--- config.mk ---
export PLATFORM = sky130hd
export DESIGN_NAME = mm_mac_scheduler
export DESIGN_NICKNAME = d
export VERILOG_FILES = /design/src/rtl/mm_mac_scheduler.sv
export SDC_FILE = /design/constraint.sdc
export NUM_CORES = 1
export LEC_CHECK = 0
export CAP_MARGIN = 20
export CORE_MARGIN = 1
export CORE_UTILIZATION = 54
export CTS_CLUSTER_DIAMETER = 150
export DETAILED_ROUTE_END_ITERATION = 8
export GPL_TIMING_DRIVEN = 0
export PLACE_DENSITY = 0.74
export SLEW_MARGIN = 10
export SYNTH_ARGS = -nofsm -noshare
export SYNTH_HDL_FRONTEND = slang
export SYNTH_SLANG_ARGS = --single-unit
export TNS_END_PERCENT = 5
--- constraint.sdc ---
create_clock -name clk -period 6.2 [get_ports clk]
set_clock_uncertainty 0.15 [all_clocks]
set_input_delay 1.24 -clock clk [delete_from_list [all_inputs] [get_ports clk]]
set_output_delay 1.24 -clock clk [all_outputs]
set_load 0.01 [all_outputs]
--- src/rtl/mm_mac_scheduler.sv ---
// Unsigned N x N matrix multiply C = A x B computed on one shared multiply-accumulate unit.
// Operands are written while idle; results come back through a registered read port.
module mm_mac_scheduler #(
    parameter int DW   = 8,
    parameter int N    = 2,
    parameter int ACCW = 2*DW+2
) (
    input  logic            clk,
    input  logic            rst_n,
    input  logic            wr_en,
    input  logic            wr_sel,
    input  logic [3:0]      wr_addr,
    input  logic [DW-1:0]   wr_data,
    input  logic            start,
    output logic            busy,
    output logic            done,
    input  logic [3:0]      rd_addr,
    output logic [ACCW-1:0] rd_data
);

    localparam int         NN  = N*N;
    localparam logic [3:0] N4  = 4'(N);
    localparam logic [1:0] NM1 = 2'(N-1);

    typedef enum logic [1:0] {IDLE, MAC, DONE} state_t;

    // Banks are sized for the largest supported N so any 4-bit address indexes them safely.
    logic [DW-1:0]   a_mem [16];
    logic [DW-1:0]   b_mem [16];
    logic [ACCW-1:0] c_mem [16];

    state_t          state_reg;
    logic [1:0]      i_reg, j_reg, k_reg;
    logic [ACCW-1:0] acc_reg;
    logic            busy_reg, done_reg;
    logic [ACCW-1:0] rd_data_reg;

    logic [3:0]      a_idx, b_idx, c_idx;
    logic [ACCW-1:0] prod_next;
    logic            wr_ok, rd_ok;

    always_comb begin
        a_idx     = {2'b00, i_reg} * N4 + {2'b00, k_reg};
        b_idx     = {2'b00, k_reg} * N4 + {2'b00, j_reg};
        c_idx     = {2'b00, i_reg} * N4 + {2'b00, j_reg};
        prod_next = ACCW'(a_mem[a_idx]) * ACCW'(b_mem[b_idx]);
        wr_ok     = {1'b0, wr_addr} < 5'(NN);
        rd_ok     = {1'b0, rd_addr} < 5'(NN);
    end

    always_ff @(posedge clk) begin
        if (!rst_n) begin
            state_reg   <= IDLE;
            i_reg       <= '0;
            j_reg       <= '0;
            k_reg       <= '0;
            acc_reg     <= '0;
            busy_reg    <= 1'b0;
            done_reg    <= 1'b0;
            rd_data_reg <= '0;
            a_mem       <= '{default: '0};
            b_mem       <= '{default: '0};
            c_mem       <= '{default: '0};
        end else begin
            done_reg    <= 1'b0;
            rd_data_reg <= rd_ok ? c_mem[rd_addr] : '0;
            case (state_reg)
                IDLE: begin
                    // A write in the start cycle lands before the first MAC cycle reads the banks.
                    if (wr_en && wr_ok) begin
                        if (wr_sel) b_mem[wr_addr] <= wr_data;
                        else        a_mem[wr_addr] <= wr_data;
                    end
                    if (start) begin
                        state_reg <= MAC;
                        busy_reg  <= 1'b1;
                        i_reg     <= '0;
                        j_reg     <= '0;
                        k_reg     <= '0;
                        acc_reg   <= '0;
                    end
                end
                MAC: begin
                    if (k_reg == NM1) begin
                        c_mem[c_idx] <= acc_reg + prod_next;
                        acc_reg      <= '0;
                        k_reg        <= '0;
                        if (j_reg == NM1) begin
                            j_reg <= '0;
                            if (i_reg == NM1) begin
                                i_reg     <= '0;
                                state_reg <= DONE;
                                busy_reg  <= 1'b0;
                                done_reg  <= 1'b1;
                            end else begin
                                i_reg <= i_reg + 2'd1;
                            end
                        end else begin
                            j_reg <= j_reg + 2'd1;
                        end
                    end else begin
                        acc_reg <= acc_reg + prod_next;
                        k_reg   <= k_reg + 2'd1;
                    end
                end
                DONE: begin
                    state_reg <= IDLE;
                end
                default: begin
                    state_reg <= IDLE;
                    busy_reg  <= 1'b0;
                end
            endcase
        end
    end

    assign busy    = busy_reg;
    assign done    = done_reg;
    assign rd_data = rd_data_reg;

endmodule

### After elaboration in Yosys (flattened, before gate mapping)

Cells that the tools add are included.

| storage, ports and cells | value |
|---|---|
| input bits | 21 |
| register bits | 590 |

| cells by class | value |
|---|---|
| reduce and logical (&&, ||, !) cells | 15 |
| add/subtract/negate cells | 7 |
| $mul | 1 |
| multiplexer cells | 40 |
| equal/unequal tests | 9 |
| $lt $le $gt $ge | 9 |
| bitwise gates (word level) | 7 |

Operators with widths:

| kind | count |
|---|---|
| $bwmux 288 | 1 |
| $bwmux 128 | 2 |
| $mux 18 | 5 |
| $bmux 18 s4 | 1 |
| $demux 18 s4 | 1 |
| $bmux 8 s4 | 2 |
| $mux 8 | 5 |
| $pmux 18 s2 | 1 |
| $demux 8 s4 | 1 |
| $ge 5x5->1 const B | 5 |
| $not 4->5 | 5 |
| $mux 2 | 11 |
| $add 18x16->18 | 1 |
| $mul 8x8->16 | 1 |
| $pmux 2 s2 | 4 |
| $add 3x2->4 | 3 |
| $reduce_and 4->1 | 3 |
| $lt 5x1->1 const B | 2 |
| $reduce_and 3->1 | 3 |
| $eq 2x1->1 const B | 4 |
| $lt 4x3->1 const B | 2 |
| $ne 2x2->1 const B | 4 |
| $add 2x1->2 const B | 3 |
| $reduce_and 2->1 | 3 |
| other kinds (8) | 15 |

### Depth between registers and ports, before layout

Gate-level depths: netlist of run 1.

| logic depth | value |
|---|---|
| depth after elaboration | 9 |
| depth in mapped cells | 27 |
| depth with buffers taken out | 22 |

### Worst setup path before layout of run 1

Ideal clock, no wire load.

| timing path | value |
|---|---|
| kind | reg-to-reg |
| start point | register j_reg[1] |
| end point | register acc_reg[17] |
| setup slack | 18 ps |
| stages on the path, launching flop included | 22 |
| arrival time | 5926 ps |
| data required time | 5944 ps |
| buffers on the path | 3 |
| library setup time | 106 ps |
| cell sequence | dfxtp_1 > ha_1 > buf_2 > buf_2 > buf_2 > mux4_2 > mux2_2 > o21ai_1 > nor2_1 > fa_1 > fa_1 > fa_1 > inv_1 > fa_1 > inv_1 > ha_1 > and3_1 > a41o_1 > a221oi_2 > a21boi_0 > or4b_1 > o311ai_0 |

| between the ends | value |
|---|---|
| word-level cells in the longest chain between the ends | 9 |

Ends and longest elaborated chain:

| what | RTL line | RTL |
|---|---|---|
| from (decl) | 33 | `logic [1:0] i_reg, j_reg, k_reg;` |
| from (signal assigned) | 99 | `j_reg <= j_reg + 2'd1;` |
| $add 3x2->4 | 44 | `b_idx = {2'b00, k_reg} * N4 + {2'b00, j_reg};` |
| $not 4->5 (implied by the code) | 46 | `prod_next = ACCW'(a_mem[a_idx]) * ACCW'(b_mem[b_idx]);` |
| $bmux 8 s4 | 46 |  |
| $mux 8 (implied by the code) (2 in series) | 46 |  |
| $mul 8x8->16 | 46 |  |
| $add 18x16->18 | 102 | `acc_reg <= acc_reg + prod_next;` |
| $mux 18 | 84 | `if (k_reg == NM1) begin` |
| $pmux 18 s2 | 67 | `case (state_reg)` |
| to (signal assigned) | 102 |  |
| to (decl) | 34 | `logic [ACCW-1:0] acc_reg;` |

Every way passes these cells. The select of a mux whose other input is x is not followed.
A chain may end at the register's enable or synchronous reset.

### Worst setup path in the final report of run 1

| timing path | value |
|---|---|
| start point | register k_reg[0] |
| end point | register acc_reg[17] |

| between the ends | value |
|---|---|
| word-level cells in the longest chain between the ends | 9 |

Ends and longest elaborated chain:

| what | RTL line | RTL |
|---|---|---|
| from (decl) | 33 |  |
| from (signal assigned) | 103 | `k_reg <= k_reg + 2'd1;` |
| $add 3x2->4 (on tied branches) | 43, 44 |  |
| $not 4->5 (implied by the code) | 46 |  |
| $bmux 8 s4 | 46 |  |
| $mux 8 (implied by the code) (2 in series) | 46 |  |
| $mul 8x8->16 | 46 |  |
| $add 18x16->18 | 102 |  |
| $mux 18 (*) | 84 |  |
| $pmux 18 s2 (*) | 67 |  |

Mark *: on every way between the ends. The rest lies on a longest branch, timed or not. The select of a mux whose other input is x is not followed.

==> flow_metrics.tcl, run 1 <==
set metrics [dict create \
    syn_nets 1795 \
    ctsHoldBuffers 0 \
    vdd_drop_max_uv 246 \
    fin_crit_ps 6170 \
    diodes 0 \
    drv_slew 0 \
    clk_pin_slew_ps 60 \
    initialDrtViolationCount 777 \
    worst-path-max-fanout 8 \
    switching_share_pct 22.4 \
    yosysSeqAreaShare_pct 43.8 \
    grt_overflow 0 \
    drtPass1Iterations 5 \
    p_leak_nw 8.12 \
    hp-class "register to register" \
    rsz0062_at_grt "yes" \
    power.internal_mw 3.91 \
    r2r_cells 22 \
    htreeDepth 2 \
    power_frac_seq_pct 48.4 \
    design.core.area_um2 31600 \
    synth_top_flop_cell "dfxtp_1" \
    synth_edf_count 0 \
    finalSetupViolCount 0 \
    place_congestion 0.860 \
    route.detailed.wl_per_inst_um 18.6 \
    reg2reg_from "k_reg[0]" \
    tritoncts "yes" \
    syn_inst 1678 \
    io_buffer_count 30 \
    syn-cell-area_um2 17300 \
    whs_endpoint "c_mem[249]" \
    synth.most_common_cell "dfxtp_1" \
    clkPwrFrac_pct 47.6 \
    holdPathStages 2 \
    synth_top_area_share_pct 43.8 \
    reg2reg_to "acc_reg[17]" \
    final_nets 1901 \
    setup_tns_ps 0 \
    io_pins 41 \
    syn2layout_area_growth_pct 17.8 \
    yosys-top-cells-count "dfxtp_1, and2_1, nor2_1" \
    rrSetupSlack_ps 30 \
    dieArea_um2 32700 \
    crit_required_ps 6510 \
    routed-via-count 12194 \
    antenna_found_initial 0 \
    die_height_um 181 \
    ys_seq_elements 378 \
    worst_pin_slew_ps 1130 \
    start_kind "register" \
    syn_avg_cell_area_um2 10.3 \
    routed_wl_um 41100 \
    yosys_warnings 0 \
    relSlewSlack_pct 24.1 \
    start_util_pct 54.8 \
    synth_area_leaders "dfxtp_1, mux4_2, and2_1" \
    avgViaCountPerCell 5.51 \
    die_x_um 181 \
    maxCapViolCount 0 \
    crit_arrival_ps 6470 \
    clock.fmax_ghz 0.162 \
    rows 65 \
    final_util_pct 64.5 \
    postSynth.asyncResetShare_pct 0 \
    p_comb_share_pct 4.0 \
    grt_pass1_wl_um 65800 \
    p_sw_mw 1.13 \
    hpwl_um 28300 \
    cts-buffers-inserted 40 \
    period_share_pct 99.4 \
    outcome "finished, final reports clean" \
    clock-root-buffer "clkbuf_16" \
    cts_buffer_depth 3 \
    grt_max_degree 14 \
    clock_latency_ps 560 \
    clock-sinks 378 \
    powerDensity_nw_per_um2 247 \
    hold_viol 0 \
    worstSetupPathType "register to register" \
    antenna_left 0 \
    final_layout_size_suffix_gt1_share_pct 17.6 \
    hp-start "c_mem[249]" \
    synth_cell_type_count 68 \
    drc 0 \
    crit_path_end_kind "register" \
    nFillCells 2430 \
    globalRouteTotalUtil_pct 25.3 \
    largestRegisters "a_mem x128, b_mem x128, c_mem x76" \
    grt_pass1_vias 12435 \
    synth_top_area_cell "dfxtp_1" \
]
[stage by stage]
step | worst slack, ps | total power, mW | hold slack (ps) | cell area, um^2 | cells
after floorplan | 17.6 | 2.60 | 274 | 17300 | 1678
after global placement | -1130 | 2.66 | 286 | 18100 | 2110
after detailed placement | -1210 | 2.66 | 288 | 18100 | 2110
after CTS | 6.93 | 5.04 | 301 | 19800 | 2184
after global routing | -120 | 5.17 | 316 | 20300 | 2213
final | 34.4 | 5.03 | 303 | 20300 | 2213
[cells by family (layout without fill, tap and decap cells)]
group	Yosys count	count (layout)	synth area share, %
multiplexers	176	176	16.4
flip-flops	378	378	43.8
AO/OA/AOI/OAI	167	167	6.35
adder cells (fa/ha/maj)	96	96	9.13
buffers and inverters	260	393	6.16
XOR/XNOR	9	9	0.645
AND/OR/NAND/NOR	592	592	17.5
[how the worst max path moves through the flow]
stage                  start     endpoint  slack (ps)  depth (start not counted)
finish              k_reg[0]  acc_reg[17]          30                         22
global route        k_reg[0]   c_mem[251]        -120                         24
CTS                 k_reg[0]  acc_reg[17]           7                         21
detailed placement  j_reg[1]  acc_reg[17]       -1210                         22
global placement    j_reg[1]  acc_reg[17]       -1130                         22
floorplan           j_reg[1]  acc_reg[17]          20                         21
[layout by cell type, fill, tap and decap left out, types with 7 or more instances in the layout]
cell	instances
nand2_1	122
buf_6	12
and3_1	19
fa_1	44
clkbuf_8	8
a21oi_1	69
o21ai_4	10
buf_4	25
ha_4	8
mux2i_1	77
inv_1	108
buf_2	15
clkdlybuf4s50_1	30
nor2_1	139
o21ai_1	7
clkbuf_16	42
nand3_1	32
mux4_2	85
a211oi_1	8
a22oi_1	7
nor2b_1	9
and2_1	196
ha_1	37
buf_12	11
dfxtp_1	374
nand2b_1	17
clkbuf_1	112
or2_2	10
o21ai_0	25
[per-layer routing]
layer / up-vias / global-route usage (%) / part of all wire, %
met1: 6029 / 34.3 / 45
met2: 289 / 41.7 / 48
li1: 5802 / - / -
met4: 0 / 8.41 / 2.6
met5: - / 0 / 0
met3: 74 / 3.51 / 4.3
[worst max-delay path, stage by stage, from the launching register on]
cell      delay (ps)
dfxtp_4          370
ha_4             270
buf_8            130
buf_12           140
buf_12           130
mux4_2           350
mux2_4           310
o21ai_4          290
buf_4            180
nor2_1            40
ha_1             310
fa_1             520
fa_1             490
inv_1             50
fa_1             490
inv_2             50
ha_4             230
a21o_1           220
a41o_1           260
a221oi_2         330
a21boi_1         140
or4b_4           550
o311ai_2          70
[power groups by stage]
stage	logic (mW)	clock network, mW	registers [mW]
floorplan	0.112	0	2.49
global placement	0.173	0	2.49
detailed placement	0.174	0	2.49
CTS	0.182	2.42	2.44
global route	0.214	2.52	2.43
finish	0.201	2.40	2.44
[what timing repair did]
item	4_1_cts	5_1_grt
setup endpoints to repair	64	57
buffers inserted	6	28
resized for setup	73	83
cloned	0	1
pin swaps	4	27
[area by class of cell]
class / instances / area, um^2 / area share (%)
buffer: 148 / 826 / 4.06
clock buffer: 58 / 1170 / 5.75
clock inverter: 11 / 150 / 0.738
inverter: 111 / 417 / 2.05
multi-input combinational: 1040 / 9040 / 44.4
sequential: 378 / 7580 / 37.2
tap: 402 / 503 / 2.47
timing repair buffer: 65 / 662 / 3.25
Power figures use the tool's default switching activity.
==> run 2: changes to the inputs <==
--- a/config.mk
+++ b/config.mk
@@ -12,7 +12,7 @@
 export DETAILED_ROUTE_END_ITERATION = 8
 export GPL_TIMING_DRIVEN = 0
 export PLACE_DENSITY = 0.74
-export SLEW_MARGIN = 10
+export SETUP_SLACK_MARGIN = 0.05
 export SYNTH_ARGS = -nofsm -noshare
 export SYNTH_HDL_FRONTEND = slang
 export SYNTH_SLANG_ARGS = --single-unit
==> flow_metrics.tcl, run 2 (synthesis results as in run 1) <==
set metrics [dict create \
    ctsHoldBuffers 0 \
    final_layout_size_suffix_gt1_share_pct 17.4 \
    io_buffer_count 30 \
    die_x_um 181 \
    cp_cell_sequence "ha_4, buf_12, mux4_2, mux2_4, o21ai_4, nor2_2, fa_1, inv_1, fa_1, fa_2, fa_1, inv_1, ha_4, a21oi_1, o21ai_2, o41a_4, xnor2_4, clkbuf_4, o21ai_0" \
    vdd_drop_max_uv 265 \
    powerDensity_nw_per_um2 247 \
    max_stage_delay_ps 590 \
    wl_met2_um 20400 \
    pre_cts_ws_ps -1040 \
    hold_viol 0 \
    final_nets 1900 \
    cp_common_cell "fa_1" \
    hp-start "a_mem[20]" \
    antenna_left 0 \
    avgViaCountPerCell 5.54 \
    hpwl_um 28600 \
    grt_max_degree 16 \
    final_util_pct 64.2 \
    routed-via-count 12242 \
    design_power_total_mw 5.01 \
    fin_crit_ps 6090 \
    wl_met3_um 2120 \
    drv_slew 0 \
    reg2reg_to "c_mem[284]" \
    clock.fmax_ghz 0.164 \
    crit_required_ps 6520 \
    whs_endpoint "a_mem[20]" \
    largestRegisters "a_mem x128, b_mem x128, c_mem x76" \
    clock-root-buffer "clkbuf_16" \
    maxCapViolCount 0 \
    place_congestion 0.867 \
    final_common_cell "dfxtp_1" \
    grt_pass1_wl_um 65400 \
    dieArea_um2 32700 \
    clock-sinks 378 \
    rrSetupSlack_ps 110 \
    clock_latency_ps 550 \
    rsz0062_at_grt "yes" \
    finalSetupViolCount 0 \
    top_layer "met4" \
    grt_pass1_vias 12430 \
    worst_pin_slew_ps 947 \
    worstSetupPathType "register to register" \
    holdPathStages 1 \
    drtPass1Iterations 7 \
    design.core.area_um2 31600 \
    period_share_pct 98.3 \
    start_util_pct 54.8 \
    outcome "finished, final reports clean" \
    p_leak_nw 8.10 \
    io_pins 41 \
    routed_wl_um 41600 \
    relSlewSlack_pct 36.5 \
    reg2reg_from "k_reg[0]" \
    r2r_cells 19 \
    tritoncts "yes" \
    worst-path-max-fanout 7 \
    syn2layout_area_growth_pct 17.3 \
    clk_pin_slew_ps 60 \
    timing.critical_path.buf_inv 4 \
    htreeDepth 2 \
    cts-buffers-inserted 40 \
    crit_slowest_cell "fa_2" \
    globalRouteTotalUtil_pct 25.4 \
    crit_path_end_kind "register" \
    wl_met1_um 17800 \
    grt_overflow 0 \
    layout_setup_ws_ps 108 \
    cp_top_family "adder cells" \
    route.detailed.wl_per_inst_um 18.8 \
    start_kind "register" \
    initialDrtViolationCount 836 \
    drc 0 \
    diodes 0 \
    die_height_um 181 \
    setup_tns_ps 0 \
    antenna_found_initial 0 \
    rows 65 \
    crit_arrival_ps 6410 \
    cts_buffer_depth 3 \
    whs_ps 302 \
    final_cell_mix "dfxtp_1, and2_1, nor2_1, nand2_1, clkbuf_1" \
    hp-class "register to register" \
]
## run 2: final cells by class
class / count / area (um^2)
buffer: 148 / 821
multi-input combinational: 1040 / 9050
sequential: 378 / 7570
clock buffer: 52 / 1100
clock inverter: 15 / 198
tap: 402 / 503
timing repair buffer: 64 / 616
fill: 2472 / 11300
inverter: 111 / 417
## run 2: layer usage
metal,vias up,GRT usage (%)
met1,6031,33.4
met5,-,0
met2,343,42.9
li1,5779,-
met4,0,9.16
met3,89,3.47
## run 2: worst max path at each step
| stage | startpoint | cells past startpoint | endpoint |
|---|---|---|---|
| floorplan | j_reg[1] | 21 | acc_reg[17] |
| global placement | k_reg[0] | 24 | c_mem[285] |
| detailed placement | j_reg[1] | 24 | c_mem[285] |
| CTS | j_reg[1] | 23 | c_mem[250] |
| global route | k_reg[0] | 19 | c_mem[284] |
| finish | k_reg[0] | 19 | c_mem[284] |
## run 2: stage by stage
step | instance area (um^2) | std cells
floorplan | 17300 | 1678
global placement | 18100 | 2110
detailed placement | 18100 | 2110
CTS | 19800 | 2187
global route | 20300 | 2210
finish | 20300 | 2210
## run 2: report_power, final
part           switching (mW)  internal, mW
registers             0.00323          2.43
logic                   0.128        0.0747
clock network           0.991          1.38
## run 2: what timing repair did
| action | 4_1_cts | 5_1_grt |
|---|---|---|
| resized for setup | 85 | 57 |
| gates cloned | 0 | 1 |
| buffers inserted | 11 | 21 |
| setup endpoints to repair | 64 | 49 |
| pin swaps | 7 | 24 |
==> run 3: changes to the inputs <==
--- a/config.mk
+++ b/config.mk
@@ -7,11 +7,11 @@
 export LEC_CHECK = 0
 export CAP_MARGIN = 20
 export CORE_MARGIN = 1
-export CORE_UTILIZATION = 54
+export CORE_UTILIZATION = 45
+export CTS_BUF_LIST = sky130_fd_sc_hd__clkbuf_8
 export CTS_CLUSTER_DIAMETER = 150
 export DETAILED_ROUTE_END_ITERATION = 8
 export GPL_TIMING_DRIVEN = 0
-export PLACE_DENSITY = 0.74
 export SETUP_SLACK_MARGIN = 0.05
 export SYNTH_ARGS = -nofsm -noshare
 export SYNTH_HDL_FRONTEND = slang
==> flow_metrics.tcl, run 3 (synthesis results as in run 1) <==
set metrics [dict create \
    die_x_um 198 \
    whs_ps 301 \
    clock_latency_ps 610 \
    holdPathStages 1 \
    finalSetupViolCount 0 \
    final_cell_mix "dfxtp_1, and2_1, nor2_1, inv_1, nand2_1" \
    final_util_pct 54.5 \
    die_height_um 198 \
    rrSetupSlack_ps 120 \
    hp-start "a_mem[40]" \
    clock-root-buffer "clkbuf_8" \
    maxCapViolCount 0 \
    clock-sinks 378 \
    whs_endpoint "a_mem[40]" \
    fin_area_um2 20600 \
    r2r_cells 23 \
    p_leak_nw 8.29 \
    grt_pass1_wl_um 68100 \
    ctsHoldBuffers 0 \
    final_nets 1935 \
    tritoncts "yes" \
    rsz0062_at_grt "yes" \
    htreeDepth 3 \
    final_layout_size_suffix_gt1_share_pct 20.5 \
    crit_required_ps 6570 \
    io_pins 41 \
    pre_cts_ws_ps -1110 \
    antenna_found_initial 0 \
    rows 71 \
    initialDrtViolationCount 579 \
    wl_met2_um 19900 \
    largestRegisters "a_mem x128, b_mem x128, c_mem x76" \
    reg2reg_from "k_reg[0]" \
    wl_met3_um 1830 \
    io_buffer_count 30 \
    grt_overflow 0 \
    globalRouteTotalUtil_pct 22.6 \
    outcome "finished, final reports clean" \
    hpwl_um 29700 \
    routed_wl_um 42400 \
    place_congestion 0.823 \
    dieArea_um2 39200 \
    clock.fmax_ghz 0.165 \
    cts_buffer_depth 3 \
    diodes 0 \
    final_common_cell "dfxtp_1" \
    period_share_pct 98.0 \
    route.detailed.wl_per_inst_um 17.8 \
    drc 0 \
    hp-class "register to register" \
    layout_setup_ws_ps 121 \
    syn2layout_area_growth_pct 19.2 \
    grt_max_degree 11 \
    reg2reg_to "c_mem[215]" \
    start_util_pct 45.8 \
    relSlewSlack_pct 36.8 \
    worst-path-max-fanout 8 \
    drv_slew 0 \
    antenna_left 0 \
    crit_path_end_kind "register" \
    crit_arrival_ps 6440 \
    powerDensity_nw_per_um2 235 \
    cts-buffers-inserted 66 \
    avgViaCountPerCell 5.12 \
    drtPass1Iterations 5 \
    top_layer "met4" \
    grt_pass1_vias 12475 \
    dpl-instance-area_um2 18200 \
    design_power_total_mw 4.84 \
    fin_crit_ps 6080 \
    wl_met1_um 19400 \
    worst_pin_slew_ps 943 \
    worstSetupPathType "register to register" \
    start_kind "register" \
    vdd_drop_max_uv 180 \
    design.core.area_um2 37800 \
    hold_viol 0 \
    routed-via-count 12167 \
    clk_pin_slew_ps 70 \
]
## run 3: metal layers
metal	vias to the layer above	GRT usage [%]
met5	-	0
met3	70	3.87
met1	5971	30.3
met2	261	36.8
li1	5865	-
met4	0	7.98
## run 3: how the worst max path moves through the flow
| stage | start | endpoint |
|---|---|---|
| floorplan | j_reg[1] | acc_reg[17] |
| global placement | k_reg[0] | c_mem[285] |
| detailed placement | k_reg[0] | c_mem[285] |
| CTS | j_reg[1] | c_mem[229] |
| global route | k_reg[0] | c_mem[215] |
| finish | k_reg[0] | c_mem[215] |
## run 3: cell type report
| cell class | instances | area [um^2] |
|---|---|---|
| buffer | 148 | 837 |
| clock buffer | 81 | 1110 |
| clock inverter | 36 | 166 |
| fill | 3380 | 17200 |
| inverter | 111 | 417 |
| multi-input combinational | 1040 | 9140 |
| sequential | 378 | 7580 |
| tap | 511 | 639 |
| timing repair buffer | 73 | 703 |
## run 3: critical path, cell delays in order (launching register included)
cell and delay [ps]:
dfxtp_4 370, ha_4 270, buf_8 140, buf_12 140, buf_12 110, mux4_2 340, mux2_4 310, o21ai_4 140
buf_12 140, nor2_1 50, fa_1 520, inv_2 50, fa_2 570, fa_2 440, fa_2 540, inv_2 40
ha_4 160, a21o_1 190, a41o_1 250, a221oi_4 340, nand2_1 100, xnor3_2 280, buf_6 170, a21oi_1 140
## run 3: power by group
group	total, mW	switching [mW]	leakage (nW)	internal [mW]
sequential	2.44	0.00330	3.05	2.43
combinational	0.201	0.129	4.49	0.0725
clock	2.20	1.02	0.749	1.18
## run 3: metrics by stage
stage               cells  TNS, ps
finish               2378        0
global route         2378    -80.8
floorplan            1678        0
global placement     2219   -52060
detailed placement   2219   -53450
CTS                  2358        0
## run 3: repair_timing
action	CTS	global route
endpoints found under the setup margin	64	53
gates cloned	0	1
resized for setup	80	106
buffers inserted	23	18
pin swaps	12	43
